==> src/rtl/clock_enable_gen.sv <==
// -----------------------------------------------------------------------------
// clock_enable_gen
//
// Multi-channel programmable clock-enable generator. Each channel divides the
// single input clock by its own divisor and emits a one-cycle enable pulse
// (o_tick) once per period, plus a square wave (o_level) that toggles on every
// tick. Channels can be halted individually with i_run and, when the
// single-step feature is compiled in, advanced one tick at a time with i_step.
//
// Optional feature macro: CLOCK_ENABLE_GEN_STEP_EN
//   defined   -> a rising edge on i_step makes every halted channel tick once.
//   undefined -> i_step is present but ignored; halted channels never tick.
//
// Parameters
//   INPUT_CLOCK  input clock frequency in Hz (only used to derive DEFAULT_DIV)
//   CHANNELS     number of independent tick channels (1..8)
//   WIDTH        width of each divisor and counter
//   DEFAULT_DIV  divisor loaded at reset (1 tick per second by default)
//
// Ports
//   i_clk        clock, all logic on posedge
//   i_reset      asynchronous active-high reset
//   i_wr_en      divisor write strobe
//   i_wr_chan    channel index for the write (out-of-range indices ignored)
//   i_wr_div     new divisor value
//   i_run        per-channel run enable
//   i_step       single-step request (level, edge-detected internally)
//   o_tick       one-cycle clock-enable pulse per channel
//   o_level      square wave per channel, toggles on each tick
// -----------------------------------------------------------------------------
module clock_enable_gen #(
    parameter int INPUT_CLOCK = 16_000_000,
    parameter int CHANNELS    = 2,
    parameter int WIDTH       = 32,
    parameter int DEFAULT_DIV = INPUT_CLOCK
) (
    input  logic                                          i_clk,
    input  logic                                          i_reset,
    input  logic                                          i_wr_en,
    input  logic [((CHANNELS > 1) ? $clog2(CHANNELS) : 1)-1:0] i_wr_chan,
    input  logic [WIDTH-1:0]                              i_wr_div,
    input  logic [CHANNELS-1:0]                           i_run,
    input  logic                                          i_step,
    output logic [CHANNELS-1:0]                           o_tick,
    output logic [CHANNELS-1:0]                           o_level
);

    logic [WIDTH-1:0]    cnt_q [CHANNELS];
    logic [WIDTH-1:0]    cnt_d [CHANNELS];
    logic [WIDTH-1:0]    div_q [CHANNELS];
    logic [WIDTH-1:0]    div_d [CHANNELS];
    logic [CHANNELS-1:0] tick_q;
    logic [CHANNELS-1:0] tick_d;
    logic [CHANNELS-1:0] level_q;
    logic [CHANNELS-1:0] level_d;
    logic                step_q;
    logic                step_d;
    logic                step_rise;

    // Step history: the previous sample of i_step, so a held level only
    // produces one step.
    assign step_d = i_step;

`ifdef CLOCK_ENABLE_GEN_STEP_EN
    assign step_rise = i_step & ~step_q;
`else
    // Feature compiled out: the step input is masked off entirely and the
    // history register is never consulted.
    assign step_rise = i_step & step_q & 1'b0;
`endif

    always_comb begin
        logic [WIDTH-1:0] eff_div;
        logic             wr_hit;
        logic             terminal;
        for (int c = 0; c < CHANNELS; c++) begin
            cnt_d[c]   = cnt_q[c];
            div_d[c]   = div_q[c];
            tick_d[c]  = 1'b0;
            // Divisors 0 and 1 both mean "tick every cycle".
            eff_div    = (div_q[c] <= WIDTH'(1)) ? WIDTH'(1) : div_q[c];
            // >= rather than == so the counter can never run past the
            // terminal count, whatever state it is found in.
            terminal   = (cnt_q[c] >= (eff_div - WIDTH'(1)));
            // An index >= CHANNELS matches no channel, so such writes are
            // dropped without a separate range check.
            wr_hit     = i_wr_en && (32'(i_wr_chan) == 32'(c));

            if (wr_hit) begin
                // Write wins over a coincident terminal count or step.
                div_d[c] = i_wr_div;
                cnt_d[c] = '0;
            end else if (i_run[c]) begin
                if (terminal) begin
                    cnt_d[c]  = '0;
                    tick_d[c] = 1'b1;
                end else begin
                    cnt_d[c]  = cnt_q[c] + WIDTH'(1);
                end
            end else begin
                // Halted: count holds; only a step can tick.
                tick_d[c] = step_rise;
            end
            level_d[c] = level_q[c] ^ tick_d[c];
        end
    end

    always_ff @(posedge i_clk or posedge i_reset) begin
        if (i_reset) begin
            for (int c = 0; c < CHANNELS; c++) begin
                cnt_q[c] <= '0;
                div_q[c] <= WIDTH'(DEFAULT_DIV);
            end
            tick_q  <= '0;
            level_q <= '0;
            step_q  <= 1'b0;
        end else begin
            for (int c = 0; c < CHANNELS; c++) begin
                cnt_q[c] <= cnt_d[c];
                div_q[c] <= div_d[c];
            end
            tick_q  <= tick_d;
            level_q <= level_d;
            step_q  <= step_d;
        end
    end

    assign o_tick  = tick_q;
    assign o_level = level_q;

endmodule

==> config.mk <==
export PLATFORM = sky130hd
export DESIGN_NAME = clock_enable_gen
export DESIGN_NICKNAME = d
export VERILOG_FILES = /design/src/rtl/clock_enable_gen.sv
export SDC_FILE = /design/constraint.sdc
export NUM_CORES = 1
export LEC_CHECK = 0
export CORE_ASPECT_RATIO = 0.6
export CORE_MARGIN = 2
export CORE_UTILIZATION = 55
export CTS_CLUSTER_SIZE = 12
export DETAILED_ROUTE_END_ITERATION = 8
export DONT_BUFFER_PORTS = 1
export PLACE_DENSITY = 0.7
export SYNTH_ARGS = -nofsm -noshare
export SYNTH_HDL_FRONTEND = slang
export SYNTH_SLANG_ARGS = --single-unit
==> constraint.sdc <==
create_clock -name i_clk -period 15.2 [get_ports i_clk]
set_input_delay 2.28 -clock i_clk [delete_from_list [all_inputs] [get_ports i_clk]]
set_output_delay 2.28 -clock i_clk [all_outputs]
set_load 0.02 [all_outputs]
==> key figures <==
Clock network
  – Hold_buf cts: 0
  – Max clock buf depth: 2
  – Clock transition at the registers of the reported paths: 0.07 ns
  – CTS Sinks: 132
  – Post CTS Setup Buffer Count: 0
  – Post-CTS sizing: 0
  – CTS tree: yes
  – H-Tree Depth: 4
  – Clk Latency, worst-skew pair: 0.42 ns
  – Root Driver: clkbuf_16
  – Total CTS buffers: 17

STA
  – Slew @ Worst Pin: 1.151 ns
  – Skew final: 0.01323 ns
  – RSZ-0062 raised after global routing: no
  – Final hold vios: 0
  – Setup TNS: 0 ns
  – Slew Limit Fails: 0
  – Fin crit period: 5.981 ns
  – Endpoints failing setup: 0
  – Fmax: 167.2 MHz
  – Slew headroom: 23.23%
  – Fin crit share: 39.35%

Setup path
  – Crit path cell chain: or4_1, nor4_1, and3_1, a31o_2, inv_1, ha_1, nor4b_1, nand3_1, nor2_1, nand3_1, xor2_1, ha_1, nand4_1, or4_1, a21oi_1, o21a_1, nor3_1
  – Crit end category: register
  – Critical Path AT: 6.23 ns
  – Critical R2R Launch: div_q[23]
  – Crit-path max cell delay: 0.93 ns
  – CP Launch Point: div_q[23]
  – Crit start category: register
  – Critical path class: register to register
  – Crit-path slowest cell: o21a_1
  – Crit path required time: 15.45 ns
  – Crit path max fanout: 30

Logic synthesis
  – Seq/Total Area, Yosys: 39.28%
  – Mapped cell area: 8453 µm²
  – Yosys reg bits: 132
  – Async set-reset flop share out of synthesis: 100.0%
  – Mapped Nets: 1080
  – Number of synthesized flops with an enable pin: 0
  – Count of different cell masters after synthesis: 54
  – Mapped Cells: 973
  – Synth Flop Type: dfrtp_1
  – Syn avg cell area: 8.688 µm²
  – YS warnings: 0

Hold path
  – Worst min path class: register to register
  – Hold wc startpoint: div_q[22]

Floorplan
  – Die Area: 16410 µm²
  – Std-Cell Rows: 35
  – Effective utilization at floorplan: 55.63%
  – Io pins: 43
  – Core ar.: 15200 µm²
  – Die X: 164.1 µm
  – Die Ht: 100.0 µm

Layout
  – Most frequent cells in the layout: nand2_1 (244), dfrtp_1 (118), nor3_1 (80)
  – Share of cells above drive strength 1: 7.873%
  – Design area: 9253 µm²
  – Area delta synth->final: 9.458%
  – Commonest non-fill, non-tap cell in the layout: nand2_1
  – Layout net count: 1072
  – N_diodes: 0

Detailed routing
  – Drt wl/cell: 16.65 µm
  – DR vias: 6770
  – Routed wire length: 19670 µm
  – Drt via density: 5.732
  – Pre-Repair DR Iteration Count: 5
  – ANT nets after route: 0
  – 1st-iter DRT viols: 608
  – DRC viols: 0

Place
  – Hpwl dp: 14060 µm
  – Area after DPL: 8647 µm²
  – PortBufs: 0
  – Placer Congestion: 0.7998

Pwr
  – VDD IR max: 0.06860 mV
  – Power Density: 103.9 nW/µm²
  – Leak pwr: 4.127 nW

Run
  – # Max-Cap Violations: 0

GRT
  – First-pass GRT wire length: 33780 µm
  – Gr usage total: 25.96%
  – Largest net degree at the start of global routing: 70
  – Initial antenna violation count: 0
  – Vias in the first global route: 6513
  – Gr ovfl total: 0

Outcome
  – Status: completed
## cell type report
| class | count | area (µm²) |
|---|---|---|
| Timing Repair Buffer | 8 | 60.06 |
| Multi-Input combinational cell | 792 | 4955 |
| Fill cell | 1301 | 5943 |
| Sequential cell | 132 | 3321 |
| Clock buffer | 21 | 480.5 |
| Tap cell | 203 | 254.0 |
| Clock inverter | 11 | 125.1 |
| Inverter | 14 | 57.56 |
## routing by layer
metal,wire length (µm),vias to the layer above,GRT usage [%]
li1,-,3353,-
met1,10370,3223,41.54
met2,7742,181,35.91
met3,1443,13,5.661
met4,107,0,4.656
met5,0,-,0
## sequential cells by signal, indices dropped and copies added, names as in the netlist
| name | flops |
|---|---|
| cnt_q | 64 |
| div_q | 64 |
| o_level | 2 |
| o_tick | 2 |
## worst paths after layout
check	endpoint	slack (ns)	cells after the start
setup / recovery	cnt_q[30]	9.22	17
hold reg to reg	div_q[22]	0.48	2
min in group asynchronous	div_q[61]	1.80	1
max in group asynchronous	div_q[0]	12.10	2
setup reg to reg	cnt_q[30]	9.22	17
hold / removal	div_q[22]	0.48	2
## cells by family after synthesis
| logic type | count (synthesis) | share of synthesized area [%] |
|---|---|---|
| AND/OR/NAND/NOR | 535 | 30.54 |
| flip-flops | 132 | 39.28 |
| adder cells (fa/ha/maj) | 68 | 10.07 |
| AO/OA/AOI/OAI | 72 | 5.787 |
| buffers and inverters | 49 | 2.205 |
| XOR/XNOR | 117 | 12.12 |
## critical path: cells and delay by family (launching register included)
| family | cells | cell delay (ns) |
|---|---|---|
| simple gates | 10 | 2.90 |
| compound gates | 3 | 1.54 |
| buf+inv | 1 | 0.10 |
| flops | 1 | 0.59 |
| xor+xnor | 1 | 0.18 |
| fa+ha+maj | 2 | 0.50 |
## through the flow
| stage | power [mW] | std cells | hold WS, ns | worst slack, ns | util (%) |
|---|---|---|---|---|---|
| floorplan | 0.5135 | 973 | 0.4527 | 9.417 | - |
| global placement | 0.5407 | 1149 | 0.4644 | 9.437 | 56.90 |
| detailed placement | 0.5452 | 1149 | 0.4755 | 9.382 | 56.90 |
| CTS | 0.9667 | 1181 | 0.4847 | 9.337 | 60.89 |
| global route | 1.010 | 1181 | 0.5092 | 8.716 | 60.89 |
| finish | 0.9609 | 1181 | 0.4802 | 9.219 | 60.89 |
## where the power goes
part / internal, mW / switching, mW / leakage, nW
clock network: 0.259 / 0.160 / 0.284
registers: 0.380 / 0.0339 / 1.71
logic: 0.0539 / 0.0740 / 2.13
total: 0.693 / 0.268 / 4.13
## Yosys cell counts, types with 6 or more instances
cell | n | area (µm²)
a21o_1 | 9 | 67.56
a21oi_1 | 24 | 120.1
and3_1 | 13 | 81.33
and4_1 | 14 | 122.6
clkbuf_1 | 29 | 108.9
dfrtp_1 | 118 | 2953
dfstp_2 | 14 | 367.9
ha_1 | 68 | 850.8
inv_1 | 14 | 52.55
nand2_1 | 244 | 915.9
nand2b_1 | 9 | 56.30
nand3_1 | 31 | 155.2
nand4_1 | 31 | 193.9
nor2_1 | 55 | 206.5
nor2b_1 | 6 | 37.54
nor3_1 | 80 | 400.4
nor4_1 | 13 | 81.33
o21ai_0 | 13 | 65.06
xnor2_1 | 67 | 586.8
xor2_1 | 50 | 437.9
Power figures use the tool's default switching activity.
